===== src/rtl/ctrl_pkg.sv =====
// rtl/ctrl_pkg.sv - shared opcodes, control bundle layout and FSM states for the decode stage
package ctrl_pkg;

    localparam logic [6:0] OPC_R      = 7'b0110011;
    localparam logic [6:0] OPC_I      = 7'b0010011;
    localparam logic [6:0] OPC_LOAD   = 7'b0000011;
    localparam logic [6:0] OPC_STORE  = 7'b0100011;
    localparam logic [6:0] OPC_BRANCH = 7'b1100011;
    localparam logic [6:0] OPC_JAL    = 7'b1101111;
    localparam logic [6:0] OPC_JALR   = 7'b1100111;
    localparam logic [6:0] OPC_LUI    = 7'b0110111;
    localparam logic [6:0] OPC_AUIPC  = 7'b0010111;
    localparam logic [6:0] OPC_FENCE  = 7'b0001111;
    localparam logic [6:0] OPC_SYSTEM = 7'b1110011;

    localparam logic [31:0] ECALL_WORD = 32'h0000_0073;

    localparam logic [0:0] ST_IDLE    = 1'b0;
    localparam logic [0:0] ST_IO_WAIT = 1'b1;

    typedef enum logic [0:0] {
        IDLE    = ST_IDLE,
        IO_WAIT = ST_IO_WAIT
    } fsm_state_t;

    // Field order is the bit order seen on the ctrl output, jr at bit 15
    typedef struct packed {
        logic       jr;
        logic       jal;
        logic       branch;
        logic       reg_write;
        logic       mem_read;
        logic       mem_write;
        logic       alu_src;
        logic [1:0] alu_op;
        logic       sftmd;
        logic       i_format;
        logic       mem_or_io_to_reg;
        logic       io_read;
        logic       io_write;
        logic       illegal;
        logic       lui_auipc;
    } ctrl_t;

endpackage


===== src/rtl/ctrl_decode_stage_if.sv =====
// rtl/ctrl_decode_stage_if.sv - fetch-side, execute-side and IO-side handshake bundle of the decode stage
interface ctrl_decode_stage_if #(
    parameter int XLEN = 32
) ();

    logic            in_valid;
    logic            in_ready;
    logic [31:0]     instr;
    logic [XLEN-1:0] rega7;
    logic            out_valid;
    logic            out_ready;
    logic [15:0]     ctrl;
    logic            io_req;
    logic            io_ack;
    logic            io_timeout;

    modport master (
        output in_valid, instr, rega7, out_ready, io_ack,
        input  in_ready, out_valid, ctrl, io_req, io_timeout
    );

    modport slave (
        input  in_valid, instr, rega7, out_ready, io_ack,
        output in_ready, out_valid, ctrl, io_req, io_timeout
    );

endinterface


===== src/rtl/ctrl_decode_comb.sv =====
// rtl/ctrl_decode_comb.sv - combinational RV32 instr/a7 to control bundle decoder; CTRL_ILLEGAL_TRAP_EN flags non-RV32I opcodes
module ctrl_decode_comb
    import ctrl_pkg::*;
#(
    parameter int XLEN     = 32,
    parameter int IO_RD_LO = 0,
    parameter int IO_RD_HI = 3,
    parameter int IO_WR_LO = 4,
    parameter int IO_WR_HI = 5
) (
    input  logic [31:0]     instr,
    input  logic [XLEN-1:0] rega7,
    output ctrl_t           ctrl
);

    localparam logic [XLEN-1:0] RD_LO = XLEN'(IO_RD_LO);
    localparam logic [XLEN-1:0] RD_HI = XLEN'(IO_RD_HI);
    localparam logic [XLEN-1:0] WR_LO = XLEN'(IO_WR_LO);
    localparam logic [XLEN-1:0] WR_HI = XLEN'(IO_WR_HI);

    logic [6:0] opc;
    logic [2:0] f3;
    logic       known;
    logic       is_ecall;
    logic       a7_rd;
    logic       a7_wr;
    logic       i_fmt;
    logic       io_rd;
    logic       io_wr;

    assign opc      = instr[6:0];
    assign f3       = instr[14:12];
    assign is_ecall = (instr == ECALL_WORD);

    // Offset compare: values below the low bound wrap to large numbers and fall out of range
    assign a7_rd = (rega7 - RD_LO) <= (RD_HI - RD_LO);
    assign a7_wr = (rega7 - WR_LO) <= (WR_HI - WR_LO);

    assign known = (opc == OPC_R)      || (opc == OPC_I)     || (opc == OPC_LOAD)  ||
                   (opc == OPC_STORE)  || (opc == OPC_BRANCH) || (opc == OPC_JAL)  ||
                   (opc == OPC_JALR)   || (opc == OPC_LUI)   || (opc == OPC_AUIPC) ||
                   (opc == OPC_FENCE)  || (opc == OPC_SYSTEM);

    assign i_fmt = (opc == OPC_I) || (opc == OPC_LOAD);
    assign io_rd = is_ecall && a7_rd;
    assign io_wr = is_ecall && a7_wr;

    always_comb begin
        ctrl                  = '0;
        ctrl.jr               = (opc == OPC_JALR);
        ctrl.jal              = (opc == OPC_JAL);
        ctrl.branch           = (opc == OPC_BRANCH);
        ctrl.mem_read         = (opc == OPC_LOAD);
        ctrl.mem_write        = (opc == OPC_STORE);
        ctrl.i_format         = i_fmt;
        ctrl.lui_auipc        = (opc == OPC_LUI) || (opc == OPC_AUIPC);
        ctrl.alu_src          = known && (opc != OPC_R);
        ctrl.alu_op           = {opc == OPC_R, opc == OPC_BRANCH};
        ctrl.sftmd            = ((opc == OPC_I) || (opc == OPC_R)) &&
                                ((f3 == 3'd1) || (f3 == 3'd2) || (f3 == 3'd3) || (f3 == 3'd5));
        ctrl.io_read          = io_rd;
        ctrl.io_write         = io_wr;
        ctrl.mem_or_io_to_reg = (opc == OPC_LOAD) || io_rd;
        ctrl.reg_write        = (opc == OPC_R) || i_fmt || (opc == OPC_JAL) || (opc == OPC_JALR) ||
                                (opc == OPC_LUI) || (opc == OPC_AUIPC) || io_rd;
`ifdef CTRL_ILLEGAL_TRAP_EN
        if (!known) begin
            ctrl         = '0;
            ctrl.illegal = 1'b1;
        end
`else
        ctrl.illegal = 1'b0;
`endif
    end

endmodule


===== src/rtl/ctrl_decode_stage.sv =====
// rtl/ctrl_decode_stage.sv - registered RV32 decode stage with IO-ECALL wait FSM and timeout; CTRL_ILLEGAL_TRAP_EN passes to the decoder
module ctrl_decode_stage
    import ctrl_pkg::*;
#(
    parameter int XLEN     = 32,
    parameter int IO_RD_LO = 0,
    parameter int IO_RD_HI = 3,
    parameter int IO_WR_LO = 4,
    parameter int IO_WR_HI = 5,
    parameter int IO_TMO   = 255
) (
    input  logic                 clock,
    input  logic                 reset,
    input  logic                 flush,
    ctrl_decode_stage_if.slave   bus
);

    localparam logic [15:0] TMO_LAST = 16'(IO_TMO - 1);

    ctrl_t      dec;
    ctrl_t      ctrl_q;
    fsm_state_t state;
    logic [15:0] tmo_cnt;
    logic       out_valid_q;
    logic       io_req_q;
    logic       io_timeout_q;
    logic       accept;
    logic       is_io;

    ctrl_decode_comb #(
        .XLEN     (XLEN),
        .IO_RD_LO (IO_RD_LO),
        .IO_RD_HI (IO_RD_HI),
        .IO_WR_LO (IO_WR_LO),
        .IO_WR_HI (IO_WR_HI)
    ) u_decode (
        .instr (bus.instr),
        .rega7 (bus.rega7),
        .ctrl  (dec)
    );

    assign bus.in_ready   = !flush && (state == IDLE) && (!out_valid_q || bus.out_ready);
    assign accept         = bus.in_valid && bus.in_ready;
    assign is_io          = dec.io_read || dec.io_write;
    assign bus.out_valid  = out_valid_q;
    assign bus.ctrl       = ctrl_q;
    assign bus.io_req     = io_req_q;
    assign bus.io_timeout = io_timeout_q;

    always_ff @(posedge clock) begin
        if (reset) begin
            state        <= IDLE;
            ctrl_q       <= '0;
            out_valid_q  <= 1'b0;
            io_req_q     <= 1'b0;
            io_timeout_q <= 1'b0;
            tmo_cnt      <= '0;
        end else begin
            io_timeout_q <= 1'b0;
            if (accept) begin
                ctrl_q <= dec;
            end
            // Flush outranks accept and ack; accept is already blocked through in_ready
            if (flush) begin
                state       <= IDLE;
                out_valid_q <= 1'b0;
                io_req_q    <= 1'b0;
            end else begin
                case (state)
                    IDLE: begin
                        if (accept && is_io) begin
                            state       <= IO_WAIT;
                            io_req_q    <= 1'b1;
                            out_valid_q <= 1'b0;
                            tmo_cnt     <= '0;
                        end else if (accept) begin
                            out_valid_q <= 1'b1;
                        end else if (bus.out_ready) begin
                            out_valid_q <= 1'b0;
                        end
                    end
                    IO_WAIT: begin
                        if (bus.io_ack) begin
                            state       <= IDLE;
                            io_req_q    <= 1'b0;
                            out_valid_q <= 1'b1;
                        end else if (tmo_cnt == TMO_LAST) begin
                            state        <= IDLE;
                            io_req_q     <= 1'b0;
                            io_timeout_q <= 1'b1;
                        end else if (tmo_cnt != 16'hFFFF) begin
                            tmo_cnt <= tmo_cnt + 16'd1;
                        end
                    end
                    default: begin
                        state <= IDLE;
                    end
                endcase
            end
        end
    end

endmodule


===== src/flat_wrapper.sv =====
// flat-port wrapper written by rule: the top's interface ports become plain ports
module ctrl_decode_stage_flat import ctrl_pkg::*;
#(
    parameter int XLEN     = 32,
    parameter int IO_RD_LO = 0,
    parameter int IO_RD_HI = 3,
    parameter int IO_WR_LO = 4,
    parameter int IO_WR_HI = 5,
    parameter int IO_TMO   = 255
)
  (clock, reset, flush, bus_in_valid, bus_instr, bus_rega7, bus_out_ready, bus_io_ack, bus_in_ready, bus_out_valid, bus_ctrl, bus_io_req, bus_io_timeout);
  ctrl_decode_stage_if #(.XLEN(XLEN)) bus_i ();
  input  logic clock;
  input  logic reset;
  input  logic flush;
  input wire logic [$bits(bus_i.in_valid)-1:0] bus_in_valid;
  input wire logic [$bits(bus_i.instr)-1:0] bus_instr;
  input wire logic [$bits(bus_i.rega7)-1:0] bus_rega7;
  input wire logic [$bits(bus_i.out_ready)-1:0] bus_out_ready;
  input wire logic [$bits(bus_i.io_ack)-1:0] bus_io_ack;
  output wire logic [$bits(bus_i.in_ready)-1:0] bus_in_ready;
  output wire logic [$bits(bus_i.out_valid)-1:0] bus_out_valid;
  output wire logic [$bits(bus_i.ctrl)-1:0] bus_ctrl;
  output wire logic [$bits(bus_i.io_req)-1:0] bus_io_req;
  output wire logic [$bits(bus_i.io_timeout)-1:0] bus_io_timeout;
  assign bus_i.in_valid = bus_in_valid;
  assign bus_i.instr = bus_instr;
  assign bus_i.rega7 = bus_rega7;
  assign bus_i.out_ready = bus_out_ready;
  assign bus_i.io_ack = bus_io_ack;
  assign bus_in_ready = bus_i.in_ready;
  assign bus_out_valid = bus_i.out_valid;
  assign bus_ctrl = bus_i.ctrl;
  assign bus_io_req = bus_i.io_req;
  assign bus_io_timeout = bus_i.io_timeout;
  ctrl_decode_stage #(.XLEN(XLEN), .IO_RD_LO(IO_RD_LO), .IO_RD_HI(IO_RD_HI), .IO_WR_LO(IO_WR_LO), .IO_WR_HI(IO_WR_HI), .IO_TMO(IO_TMO)) u_core (.clock(clock), .reset(reset), .flush(flush), .bus(bus_i));
endmodule

===== config.mk =====
export PLATFORM = sky130hd
export DESIGN_NAME = ctrl_decode_stage_flat
export DESIGN_NICKNAME = d
export VERILOG_FILES = /design/src/rtl/ctrl_pkg.sv /design/src/rtl/ctrl_decode_stage_if.sv /design/src/rtl/ctrl_decode_comb.sv /design/src/rtl/ctrl_decode_stage.sv /design/src/flat_wrapper.sv
export SDC_FILE = /design/constraint.sdc
export NUM_CORES = 1
export LEC_CHECK = 0
export ABC_AREA = 1
export CAP_MARGIN = 20
export CORE_MARGIN = 5
export CORE_UTILIZATION = 40
export DETAILED_ROUTE_END_ITERATION = 16
export GPL_TIMING_DRIVEN = 0
export HOLD_SLACK_MARGIN = 0.02
export PLACE_DENSITY = 0.67
export SKIP_CTS_REPAIR_TIMING = 1
export SYNTH_ARGS = -nofsm -noshare
export SYNTH_HDL_FRONTEND = slang
export SYNTH_SLANG_ARGS = --single-unit

===== constraint.sdc =====
create_clock -name clock -period 4.4 [get_ports clock]
set_clock_uncertainty 0.2 [all_clocks]
set_input_delay 0.88 -clock clock [delete_from_list [all_inputs] [get_ports clock]]
set_output_delay 0.88 -clock clock [all_outputs]
set_load 0.005 [all_outputs]

After elaboration in Yosys (flattened, before gate mapping):

Cells that the tools add are included.

* output and inout bits: 20
* bits of input ports: 70
* logic and storage cells: 109
* register bits: 35

* reductions and logical operators: 39
* add/sub/neg operators: 2
* equality and inequality tests: 26
* $lt $le $gt $ge: 2
* bitwise operators: 2
* multiplexer cells: 19

Operator list (number)
* two-way mux 16 bit: 4
* equality test 32 x 7 -> 1 bit, second input constant: 1
* <= comparator 32 x 1 -> 1 bit, second input constant: 1
* <= comparator 32 x 2 -> 1 bit, second input constant: 1
* case mux 16 bit (2 select lines): 1
* subtractor 32 x 3 -> 32 bit, second input constant: 1
* equality test 7 bit, second input constant: 4
* logical OR 1 bit: 24
* equality test 7 x 6 -> 1 bit, second input constant: 3
* adder 16 x 1 -> 16 bit, second input constant: 1
* equality test 16 x 8 -> 1 bit, second input constant: 1
* inequality test 16 bit, second input constant: 1
* equality test 7 x 5 -> 1 bit, second input constant: 2
* two-way mux 1 bit: 11
* inequality test 2 bit, second input constant: 5
* logical AND 1 bit: 8
* equality test 7 x 2 -> 1 bit, second input constant: 1
* equality test 7 x 4 -> 1 bit, second input constant: 1
* inequality test 7 x 6 -> 1 bit, second input constant: 1
* equality test 3 x 2 -> 1 bit, second input constant: 2
* case mux 1 bit (2 select lines): 3
* AND reduction 5 bit: 1
* inequality test 4 x 3 -> 1 bit, second input constant: 1
* AND reduction 2 bit: 2
* other kinds (7): 9

Logic depth before layout (Yosys ltp):

Gate-level depths: netlist of run 1.

* depth in word-level cells: 12
* depth in mapped cells: 16
* depth with buffers taken out: 15

By module:

A second synthesis of run 1 with hierarchy kept.

* cells, all modules: 534
* area total of the unflattened synthesis: 3031.7 um^2

Modules (own cells, without submodules)
* ctrl_decode_stage: seq. area each 720.7 um^2, cells an instance 314, area each 2006.9 um^2, times used 1
* ctrl_decode_comb: seq. area each 0.0 um^2, cells an instance 220, area each 1024.7 um^2, times used 1

Least setup slack after synthesis of run 1:

OpenSTA, ideal clock, no wires.

* path type: input-to-reg
* from: input bus_rega7[7]
* to: register u_core.tmo_cnt[0]
* slack: 1807 ps
* data arrival time: 2281 ps
* library setup time: 112 ps
* required time: 4088 ps
* cell stages on the path: 15
* path buffers: 1
* cells stage by stage: nor2_1 nand2_1 nor2_4 nand2_2 nor2_2 nand2_1 nand2_1 nand3_1 nor2_1 nand3_2 nand3_4 nand2_4 buf_6 o21ai_2 inv_1

* cells in the longest elaborated chain, start to end: 7
* elaborated cells on any way between the ends: 9
* classes of those cells: add/sub: 1; order compare: 2; eq/ne: 1; reduce/logical: 5

RTL lines
* start: declaration: line flat_wrapper.sv:18 `input wire logic [$bits(bus_i.rega7)-1:0] bus_rega7;`
* subtractor 32 x 3 -> 32 bit: line ctrl_decode_comb.sv:37 `assign a7_wr = (rega7 - WR_LO) <= (WR_HI - WR_LO);`
* <= comparator 32 x 1 -> 1 bit: line ctrl_decode_comb.sv:37
* logical AND 1 bit: line ctrl_decode_comb.sv:46 `assign io_wr = is_ecall && a7_wr;`
* logical OR 1 bit *: line ctrl_decode_stage.sv:44 `assign is_io = dec.io_read || dec.io_write;`
* logical AND 1 bit *: line ctrl_decode_stage.sv:71 `if (accept && is_io) begin`
* inequality test 2 bit (no line) *
* AND reduction 5 bit (no line) *
* end signal: assignment: line ctrl_decode_stage.sv:92 `tmo_cnt <= tmo_cnt + 16'd1;`
* end: declaration: line ctrl_decode_stage.sv:23 `logic [15:0] tmo_cnt;`

Mark *: on every way between the ends. The rest lies on a longest branch, timed or not.
A chain may end at the register's enable or synchronous reset.

Worst setup path in the final report of run 1:

* from: input flush
* to: output bus_in_ready

* cells in the longest elaborated chain, start to end: 3

RTL lines
* start: declaration: line flat_wrapper.sv:15 `input logic flush;`
* logical NOT 1 bit: line ctrl_decode_stage.sv:42 `assign bus.in_ready = !flush && (state == IDLE) && (!out_valid_q || bus.out_ready);`
* logical AND 1 bit (2 in series): line ctrl_decode_stage.sv:42
* end: declaration: line flat_wrapper.sv:21 `output wire logic [$bits(bus_i.in_ready)-1:0] bus_in_ready;`

No other way between the ends.

==> results.rst, run 1 <==
.. list-table::
   :header-rows: 1

   * - Metric
     - Value
   * - Arithmetic-cell share of the synthesized area counting full adders, half adders and majority gates
     - 0.911%
   * - Worst Path Class, Setup
     - in -> out
   * - Num ports
     - 90
   * - Max-capacitance violation count
     - 0
   * - Number of buffers added by the clock tree synthesis step
     - 5
   * - FFs w/ async S/R, synth
     - 0%
   * - Top Family by Delay on Critical Path
     - buffers and inverters
   * - Initial antenna violation count
     - 0
   * - Basic-gate share of the synthesized area counting and, or, nand and nor cells
     - 51.2%
   * - Power per unit of standard cell area
     - 196 mW/mm²
   * - Number of DRC violations after detailed routing
     - 0
   * - Pins over their slew limit
     - 0
   * - Relative contribution of sequential cells to total power
     - 42.0%
   * - Count of flip-flops with a built-in enable after synthesis
     - 0
   * - Dominant combinational cell family by area after synthesis
     - simple AND/OR/NAND/NOR gates
   * - Met2 Resource Use GR
     - 33.3%
   * - Overall die height
     - 92.9 µm
   * - Int Pwr
     - 568 µW
   * - Routing usage on met1
     - 25.3%
   * - First-pass GRT wire length
     - 14.0 mm
   * - Std-Cell Rows
     - 30
   * - Setup violation total in the final timing report
     - 0
   * - Width of the chip
     - 92.9 µm
   * - Period Utilization, post-route
     - 75.5%
   * - Warnings, synthesis
     - 0
   * - Count of antenna diodes in the layout
     - 0
   * - Total vias in the final route
     - 3152
   * - HPWL after detailed placement
     - 6.92 mm
   * - Ordered list of cells on the worst path
     - clkdlybuf4s50_1, or2_4, nor2_4, clkdlybuf4s50_1
   * - Required time of the critical path
     - 3.32 ns
   * - DR pass1 iterations
     - 4
   * - Maximum number of pins on one net before global-route repair
     - 11
   * - Root Buffer Master
     - clkbuf_8
   * - Clock power share
     - 37.4%
   * - Number of storage elements in the synthesis netlist
     - 34
   * - Aggregate global routing overflow
     - 0
   * - Input/output buffers
     - 87
   * - Average footprint of a synthesized cell
     - 5.88 µm²
   * - Leading cell types by total area after synthesis
     - dfxtp_1, nand2_1, nor2_1, nand3_1, inv_1
   * - Busiest layer in global routing
     - met2
   * - Number of violations reported at the end of detailed-routing iteration 0
     - 145
   * - Critical path fanouts, max
     - 3
   * - Critical Path Sink Type
     - output port
   * - Run status
     - finished, final reports clean
   * - Number of nets in the finished design
     - 633
   * - Longest individual stage delay on the worst path
     - 0.51 ns
   * - Area fraction in compound gates after synthesis
     - 10.4%
   * - Class of the most critical hold timing path
     - reg -> reg
   * - Met3 demand-to-capacity share in global routing
     - 4.14%
   * - Clock Latency Late Sink
     - 0.28 ns
   * - Static Leak
     - 1.43 nW
   * - Clock-pin slew reported for the worst setup and hold paths after clock tree synthesis
     - 0.07 ns
   * - Initial Utilization
     - 40.7%
   * - CTS max path bufs
     - 2
   * - RePlAce Congestion
     - 0.940
   * - Net count of the mapped netlist
     - 539
   * - Netlist area before placement
     - 0.00275 mm²
   * - Portion of the post-synthesis area used by sequential elements
     - 24.8%
   * - Highest ir drop seen on vdd
     - 0.000160 V
   * - CTS tree
     - done
   * - Setup ws final
     - 1.08 ns
   * - Cell with the most instances on the worst path
     - clkdlybuf4s50_1
   * - CORE AREA
     - 0.00676 mm²
   * - Die area
     - 0.00863 mm²
   * - Highest clock frequency the design can meet
     - 301 MHz
   * - Signed area change from the synthesized netlist to the final layout
     - 39.2%
   * - Instance count of the mapped netlist
     - 467
   * - Combinational cell fraction of total power
     - 20.6%
   * - Fraction of power spent switching nets
     - 24.4%
   * - Hold Fails Final Rpt
     - 0
   * - Unrepaired setup endpoints after global routing
     - false
   * - Number of H-tree branching levels
     - 2
   * - Post-Synth XOR/XNOR Area
     - 4.78%
   * - Combined global-route utilization of all metal layers
     - 19.8%
   * - Main synth FF type
     - dfxtp_1
   * - Final sum of negative setup slack
     - 0 ns
   * - Cell accounting for the most synthesized area
     - dfxtp_1
   * - Setup slack at placement
     - 1.03 ns
   * - Number of vias per cell
     - 4.91
   * - Min Clock Period, post-route
     - 3.32 ns
   * - Number of global-route vias before repair
     - 3004
   * - TritonCTS Sinks
     - 34
   * - Antenna violation net count after detailed routing
     - 0
   * - Fraction of layout cells with a size suffix above 1
     - 7.12%
   * - Area fraction of the dominant cell type after synthesis
     - 24.8%
   * - Total Wirelength
     - 8.38 mm
   * - Buffer and inverter count on the worst path
     - 2
   * - Arrival time reported for the critical path endpoint
     - 2.24 ns
   * - Net Switching
     - 183 µW
   * - Filler cells
     - 680
   * - Kind of start point of the critical path
     - input pin
   * - Cell with the largest stage delay on the worst path
     - clkdlybuf4s50_1
   * - Wire length per cell after detailed routing
     - 13.1 µm
   * - Cell variety after synth
     - 40
   * - Fraction of synthesized area in multiplexers
     - 0%
path summary, 6_finish.rpt:
| check | start | end | slack [ns] | depth (start not counted) |
|---|---|---|---|---|
| setup / recovery | flush | bus_in_ready | 1.08 | 4 |
| hold / removal | u_core.bus.ctrl[11] | u_core.bus.ctrl[11] | 0.27 | 2 |
| setup reg to reg | u_core.tmo_cnt[1] | u_core.tmo_cnt[10] | 2.07 | 10 |
| hold reg to reg | u_core.bus.ctrl[11] | u_core.bus.ctrl[11] | 0.27 | 2 |
metal layers:
metal / part of all wire, % / up-vias
met5: 0 / -
met3: 5.5 / 10
met4: 1.4 / 0
met1: 45 / 1368
met2: 48 / 85
li1: - / 1689
power by group through the flow:
stage,sequential [mW],combinational (mW),clock (mW)
after floorplan,0.322,0.0557,0
after global placement,0.322,0.153,0
after detailed placement,0.322,0.154,0
after CTS,0.315,0.155,0.288
after global routing,0.316,0.170,0.304
final,0.315,0.155,0.281
per-stage QoR:
stage | instances | power [mW] | utilization [%] | hold WS (ns) | cell area, µm²
after floorplan | 467 | 0.378 | - | 0.252 | 2750
after global placement | 634 | 0.475 | 55.0 | 0.255 | 3720
after detailed placement | 634 | 0.476 | 55.0 | 0.260 | 3720
after CTS | 642 | 0.758 | 56.6 | 0.273 | 3820
after global routing | 642 | 0.789 | 56.6 | 0.299 | 3820
final | 642 | 0.751 | 56.6 | 0.273 | 3820
worst register-to-register path: stages, from the launching register on:
cell,delay [ns]
dfxtp_1,0.40
ha_1,0.22
nand2_1,0.15
nor3_2,0.32
nand4_1,0.15
o21ai_1,0.20
nand2_2,0.15
nand2_4,0.14
buf_6,0.15
nand2_1,0.06
a21oi_1,0.12
placed cells by master, fill, tap and decap left out, drive strengths merged, types with 2 or more instances in the layout:
master / netlist / layout
nor2: 124 / 124
nand2: 123 / 123
clkdlybuf4s50: 0 / 87
nand3: 40 / 40
inv: 38 / 38
dfxtp: 34 / 34
a21oi: 25 / 25
o21ai: 16 / 16
clkbuf: 5 / 12
xor2: 11 / 11
nand4: 9 / 9
nor3: 9 / 9
buf: 5 / 5
o21bai: 4 / 4
xnor2: 4 / 4
nand3b: 2 / 2
clkinv: 2 / 2
nor4: 2 / 2
a211oi: 2 / 2
ha: 2 / 2
or2: 2 / 2
cell type report:
class                      instances  area, µm²  area share [%]
tap                               80        100            2.62
clock buffer                       7       76.3            2.00
buffer                            10       63.8            1.67
timing repair buffer              87        871            22.8
inverter                          40        150            3.93
clock inverter                     1       30.0           0.785
sequential                        34        681            17.8
multi-input combinational        383       1850            48.4
cell usage after synthesis, types with 3 or more instances:
cell type and n:
nor3_1 8, a21oi_1 25, nor2_1 112, xnor2_1 4
nand2_1 115, nor2_2 6, o21bai_1 4, clkbuf_1 5
buf_4 3, nor2_4 6, o21ai_0 13, nand2_2 7
xor2_1 11, nand3_2 3, dfxtp_1 34, nand3_1 36
nand4_1 9, inv_1 37
cell families (layout without fill, tap and decap cells):
family,count (synthesis),count (layout)
buffers and inverters,50,145
other,1,1
flip-flops,34,34
XOR/XNOR,15,15
adder cells (fa/ha/maj),2,2
AND/OR/NAND/NOR,314,314
AO/OA/AOI/OAI,51,51
state kept, by name (all words and copies together) (netlist names):
signal and cells:
u_core.state 1, u_core.bus.ctrl 14, u_core.bus.out_valid 1, u_core.bus.io_timeout 1, u_core.tmo_cnt 16, u_core.bus.io_req 1
Power figures use the tool's default switching activity.
==> inputs of run 2 (changes only) <==
--- a/config.mk
+++ b/config.mk
@@ -12,7 +12,7 @@
 export DETAILED_ROUTE_END_ITERATION = 16
 export GPL_TIMING_DRIVEN = 0
 export HOLD_SLACK_MARGIN = 0.02
-export PLACE_DENSITY = 0.67
+export PLACE_DENSITY = 0.7
 export SKIP_CTS_REPAIR_TIMING = 1
 export SYNTH_ARGS = -nofsm -noshare
 export SYNTH_HDL_FRONTEND = slang
==> constraint.sdc (replaced) <==
create_clock -name clock -period 3 [get_ports clock]
set_clock_uncertainty 0.2 [all_clocks]
set_input_delay 0.6 -clock clock [delete_from_list [all_inputs] [get_ports clock]]
set_output_delay 0.6 -clock clock [all_outputs]
set_load 0.005 [all_outputs]
==> run 2 against run 1 <==
Hold slack better by 0.0019 ns. Sequential power up 47%. Routed wire length up 2.1%. Register-to-register slack worse by 1.4 ns. Sequential share of layout area about the same. Clock power up 14%. First-iteration DRC count up 34%. Worst setup slack worse by 0.90 ns. Non-clock buffer count unchanged. Critical path type is now in -> reg. Critical endpoint is now u_core.tmo_cnt[14].
==> results.rst, run 2 (synthesized netlist as in run 1, its figures left out) <==
.. list-table::
   :header-rows: 1

   * - Metric
     - Value
   * - CTS max path bufs
     - 2
   * - Setup slack at placement
     - -0.0874 ns
   * - TritonCTS Sinks
     - 34
   * - Number of nets in the finished design
     - 633
   * - CORE AREA
     - 0.00676 mm²
   * - Total Wirelength
     - 8.55 mm
   * - Number of DRC violations after detailed routing
     - 0
   * - Number of vias per cell
     - 5.12
   * - Most common library cell in the layout ignoring fill and taps
     - nand2_1
   * - Die area
     - 0.00863 mm²
   * - Largest register by flop count
     - u_core.tmo_cnt
   * - Num ports
     - 90
   * - Power per unit of standard cell area
     - 265 mW/mm²
   * - Wire length per cell after detailed routing
     - 13.3 µm
   * - Post-Route M1 WL
     - 3.85 mm
   * - Number of H-tree branching levels
     - 2
   * - Class of the most critical hold timing path
     - reg -> reg
   * - Transition at the pin with the smallest max-transition slack
     - 0.520 ns
   * - Number of placed instances with taps included
     - 634
   * - Reg-to-reg endpoint
     - u_core.tmo_cnt[15]
   * - WHS Endpoint
     - u_core.bus.ctrl[11]
   * - DR pass1 iterations
     - 6
   * - Kind of start point of the critical path
     - input pin
   * - Top metal layer carrying routed signals
     - met4
   * - Setup slack, reg-to-reg
     - 0.70 ns
   * - Hold Path Origin
     - u_core.bus.ctrl[11]
   * - Width of the chip
     - 92.9 µm
   * - Ordered list of cells on the worst path
     - clkdlybuf4s50_1, nor2_2, nand2_1, nor2_4, nand3_2, o21ai_1, nand3b_1, nor2_1, nand3_2, nand3_4, nand2_4, buf_6, nand2_1, a21oi_1
   * - Setup ws final
     - 0.177 ns
   * - Overall die height
     - 92.9 µm
   * - Count of non-filler cells in the finished layout
     - 641
   * - Initial Utilization
     - 40.7%
   * - HPWL after detailed placement
     - 7.03 mm
   * - Period Utilization, post-route
     - 94.1%
   * - Number of violations reported at the end of detailed-routing iteration 0
     - 194
   * - Fraction of layout cells with a size suffix above 1
     - 8.02%
   * - Total vias in the final route
     - 3284
   * - Initial antenna violation count
     - 0
   * - Input/output buffers
     - 87
   * - Slew margin rel.
     - 65.3%
   * - Worst Path Class, Setup
     - in -> reg
   * - Number of global-route vias before repair
     - 3093
   * - Number of buffers added by the clock tree synthesis step
     - 5
   * - Arrival time reported for the critical path endpoint
     - 2.78 ns
   * - Aggregate global routing overflow
     - 0
   * - Final core occ
     - 56.5%
   * - Post-layout instance area
     - 0.00382 mm²
   * - Longest individual stage delay on the worst path
     - 0.53 ns
   * - RePlAce Congestion
     - 0.937
   * - Most used cells in the layout excluding fill and tap cells
     - nand2_1, nor2_1, clkdlybuf4s50_1
   * - Final worst hold slack
     - 0.275 ns
   * - Combined global-route utilization of all metal layers
     - 19.9%
   * - Highest clock frequency the design can meet
     - 354 MHz
   * - Max-capacitance violation count
     - 0
   * - Hold Fails Final Rpt
     - 0
   * - Total power
     - 1.01 mW
   * - CTS tree
     - done
   * - Root Buffer Master
     - clkbuf_8
   * - Run status
     - finished, final reports clean
   * - Critical Path Sink Type
     - flop
   * - Clock Latency Late Sink
     - 0.29 ns
   * - Final sum of negative setup slack
     - 0 ns
   * - Setup violation total in the final timing report
     - 0
   * - Min Clock Period, post-route
     - 2.82 ns
   * - Required time of the critical path
     - 2.96 ns
   * - Static Leak
     - 1.42 nW
   * - Antenna violation net count after detailed routing
     - 0
   * - Met3 wire length
     - 418 µm
   * - Placement Cell Area
     - 0.00372 mm²
   * - Std-Cell Rows
     - 30
   * - Cell with the largest stage delay on the worst path
     - clkdlybuf4s50_1
   * - First-pass GRT wire length
     - 14.2 mm
   * - Cell depth of the worst hold path
     - 2
   * - Routed wl met2
     - 4.12 mm
   * - Count of antenna diodes in the layout
     - 0
   * - Pins over their slew limit
     - 0
   * - Logic depth of the worst register-to-register path
     - 10
   * - Critical path fanouts, max
     - 10
   * - Signed area change from the synthesized netlist to the final layout
     - 39.0%
   * - Clock-pin slew reported for the worst setup and hold paths after clock tree synthesis
     - 0.08 ns
   * - Maximum number of pins on one net before global-route repair
     - 11
   * - Flip-flop count of the largest register, all copies and words added
     - 16
   * - Startpoint of the lowest-slack register-to-register path
     - u_core.tmo_cnt[1]
   * - Highest ir drop seen on vdd
     - 0.000255 V
run 2: cell count changes in the layout (fill, tap and decap cells not counted), sizes merged:
cell           previous run  this run
dlymetal6s2s              0         1
clkdlybuf4s50            87        86
clkbuf                   12        11
clkinvlp                  0         1
bufinv                    1         0
run 2: where the power goes:
group | leakage [nW] | internal [mW] | switching [mW]
sequential | 0.275 | 0.458 | 0.00378
clock | 0.0373 | 0.159 | 0.160
combinational | 1.11 | 0.126 | 0.104
run 2: area by class of cell:
type,instances,area [µm²]
Clock inverter,1,7.51
Tap cell,80,100
Inverter,40,150
Multi-Input combinational cell,383,1870
Clock buffer,6,72.6
Buffer,10,63.8
Fill cell,673,2940
Sequential cell,34,681
Timing Repair Buffer,87,873
run 2: worst max-delay path by stage:
stage	slack, ns	startpoint	cells past startpoint	endpoint
global placement	-0.07	bus_rega7[6]	14	u_core.tmo_cnt[0]
detailed placement	-0.09	bus_rega7[3]	16	u_core.tmo_cnt[14]
CTS	0.21	bus_rega7[3]	16	u_core.tmo_cnt[14]
finish	0.18	bus_rega7[15]	14	u_core.tmo_cnt[14]
floorplan	0.69	bus_rega7[7]	15	u_core.tmo_cnt[0]
global route	-0.006	bus_rega7[15]	16	u_core.tmo_cnt[15]
run 2: critical path: cells and delay by family:
| family | cells | cell delay [ns] |
|---|---|---|
| simple gates | 10 | 1.30 |
| compound gates | 2 | 0.19 |
| buf+inv | 2 | 0.68 |
run 2: layer usage:
layer | up-vias | GRT usage [%]
met3 | 19 | 3.25
met1 | 1471 | 25.6
li1 | 1687 | -
met5 | - | 0
met4 | 0 | 4.76
met2 | 107 | 34.5
==> inputs of run 3 (changes only) <==
--- a/config.mk
+++ b/config.mk
@@ -7,6 +7,7 @@
 export LEC_CHECK = 0
 export ABC_AREA = 1
 export CAP_MARGIN = 20
+export CORE_ASPECT_RATIO = 0.9
 export CORE_MARGIN = 5
 export CORE_UTILIZATION = 40
 export DETAILED_ROUTE_END_ITERATION = 16
==> run 3 against run 2 <==
Non-clock buffer count is 3 higher. Clock power is 63% higher. Via count is 2.2% lower. Maximum frequency is 0.11% higher. Sequential cell count stayed put. Core utilization is 2.6 points higher. First-iteration DRC count is 25% lower. Total power is 20% higher. Routed wire length is 0.39% higher. Worst setup slack better by 0.0032 ns. Critical path type unchanged. Critical endpoint is now u_core.tmo_cnt[8]. Largest cell class unchanged. Highest routed layer unchanged.
==> results.rst, run 3 (synthesized netlist as in run 1, its figures left out) <==
.. list-table::
   :header-rows: 1

   * - Metric
     - Value
   * - Run status
     - finished, final reports clean
   * - Number of DRC violations after detailed routing
     - 0
   * - Initial Utilization
     - 41.5%
   * - HPWL after detailed placement
     - 6.96 mm
   * - Clock-pin slew reported for the worst setup and hold paths after clock tree synthesis
     - 0.07 ns
   * - Logic depth of the worst register-to-register path
     - 10
   * - Die area
     - 0.00863 mm²
   * - Transition at the pin with the smallest max-transition slack
     - 0.506 ns
   * - Total vias in the final route
     - 3212
   * - Aggregate global routing overflow
     - 0
   * - Count of antenna diodes in the layout
     - 0
   * - Total power
     - 1.21 mW
   * - Num ports
     - 90
   * - Hold Fails Final Rpt
     - 0
   * - CP Depth
     - 16
   * - Maximum number of pins on one net before global-route repair
     - 13
   * - Count of non-filler cells in the finished layout
     - 655
   * - Number of violations reported at the end of detailed-routing iteration 0
     - 145
   * - Antenna violation net count after detailed routing
     - 0
   * - Longest individual stage delay on the worst path
     - 0.52 ns
   * - Max-capacitance violation count
     - 0
   * - Highest ir drop seen on vdd
     - 0.000178 V
   * - Std-Cell Rows
     - 28
   * - TritonCTS Sinks
     - 34
   * - RePlAce Congestion
     - 0.938
   * - CORE AREA
     - 0.00662 mm²
   * - Ordered list of cells on the worst path
     - clkdlybuf4s50_1, nor2_2, nand2_1, nor2_2, nand3_1, nand2_1, nand2_1, nor2_1, nand2_1, nor2_1, nand3_2, nand3_4, nand2_4, buf_6, nand2_1, a21oi_1
   * - Top Family by Delay on Critical Path
     - simple AND/OR/NAND/NOR gates
   * - Root Buffer Master
     - clkbuf_8
   * - Critical Path Sink Type
     - flop
   * - Fraction of layout cells with a size suffix above 1
     - 9.20%
   * - Kind of start point of the critical path
     - input pin
   * - Post-layout instance area
     - 0.00392 mm²
   * - Highest clock frequency the design can meet
     - 355 MHz
   * - Width of the chip
     - 97.4 µm
   * - Number of nets in the finished design
     - 636
   * - Static Leak
     - 1.47 nW
   * - Number of placed instances with taps included
     - 644
   * - Period Utilization, post-route
     - 94.0%
   * - Min Clock Period, post-route
     - 2.82 ns
   * - Input/output buffers
     - 87
   * - First-pass GRT wire length
     - 14.1 mm
   * - Number of global-route vias before repair
     - 3026
   * - Number of H-tree branching levels
     - 2
   * - Class of the most critical hold timing path
     - reg -> reg
   * - CTS max path bufs
     - 2
   * - Power per unit of standard cell area
     - 309 mW/mm²
   * - Placement Cell Area
     - 0.00373 mm²
   * - Required time of the critical path
     - 2.96 ns
   * - Critical path fanouts, max
     - 10
   * - DR pass1 iterations
     - 5
   * - Clock Latency Late Sink
     - 0.29 ns
   * - Overall die height
     - 88.6 µm
   * - Slew margin rel.
     - 66.0%
   * - Cell with the largest stage delay on the worst path
     - clkdlybuf4s50_1
   * - Cell depth of the worst hold path
     - 2
   * - Combined global-route utilization of all metal layers
     - 20.0%
   * - Largest register by flop count
     - u_core.tmo_cnt
   * - Wire length per cell after detailed routing
     - 13.1 µm
   * - Number of buffers added by the clock tree synthesis step
     - 5
   * - Total Wirelength
     - 8.59 mm
   * - Buffer and inverter count on the worst path
     - 2
   * - CTS tree
     - done
   * - Flip-flop count of the largest register, all copies and words added
     - 16
   * - Most common library cell in the layout ignoring fill and taps
     - nand2_1
   * - Worst Path Class, Setup
     - in -> reg
   * - Arrival time reported for the critical path endpoint
     - 2.78 ns
   * - Number of vias per cell
     - 4.90
   * - Most used cells in the layout excluding fill and tap cells
     - nand2_1, nor2_1, clkdlybuf4s50_1
   * - Setup violation total in the final timing report
     - 0
   * - Signed area change from the synthesized netlist to the final layout
     - 42.5%
   * - Pins over their slew limit
     - 0
   * - Cell with the most instances on the worst path
     - nand2_1
   * - Initial antenna violation count
     - 0
[run 3: changes by cell type in the layout (fill, tap and decap cells not counted)]
| cell | delta |
|---|---|
| clkinvlp_4 | -1 |
| clkbuf_1 | -1 |
| nor2_2 | +2 |
| nor2_1 | -2 |
| buf_4 | +3 |
| bufinv_16 | +2 |
| clkinv_4 | +1 |
[run 3: layer usage]
| layer | wire, µm | track usage (%) | up-vias |
|---|---|---|---|
| met5 | 0 | 0 | - |
| met1 | 4100 | 27.2 | 1414 |
| li1 | - | - | 1691 |
| met4 | 90 | 4.03 | 0 |
| met2 | 3880 | 32.8 | 97 |
| met3 | 513 | 4.49 | 10 |
[run 3: power by group]
part | switching [mW] | internal (mW) | total [mW]
combinational | 0.102 | 0.126 | 0.228
clock | 0.186 | 0.333 | 0.519
sequential | 0.00459 | 0.458 | 0.463
[run 3: tightest hold or removal path, cell delays in order (launching register included)]
cell	delay, ns
dfxtp_1	0.31
nand2_1	0.06
a21oi_1	0.05
[run 3: final timing paths]
check                     startpoint                  to  slack, ns
hold / removal    u_core.bus.ctrl[6]  u_core.bus.ctrl[6]       0.26
setup / recovery       bus_rega7[15]   u_core.tmo_cnt[8]       0.18
setup reg to reg   u_core.tmo_cnt[1]   u_core.tmo_cnt[8]       0.63
hold reg to reg   u_core.bus.ctrl[6]  u_core.bus.ctrl[6]       0.26
[run 3: cell type report]
cell class	instances	area (µm²)
Clock inverter	3	68.8
Multi-Input combinational cell	383	1880
Sequential cell	34	681
Inverter	40	150
Tap cell	90	113
Fill cell	663	2710
Clock buffer	5	68.8
Timing Repair Buffer	90	896
Buffer	10	63.8
[run 3: stage by stage]
step	utilization [%]	TNS, ns	setup WS (ns)	hold slack [ns]
final	59.1	0	0.180	0.265
after floorplan	-	0	0.687	0.252
after global routing	59.1	-0.0128	-0.0128	0.286
after global placement	56.3	-1.77	-0.164	0.253
after detailed placement	56.3	-2.47	-0.213	0.254
after CTS	58.4	0	0.101	0.266
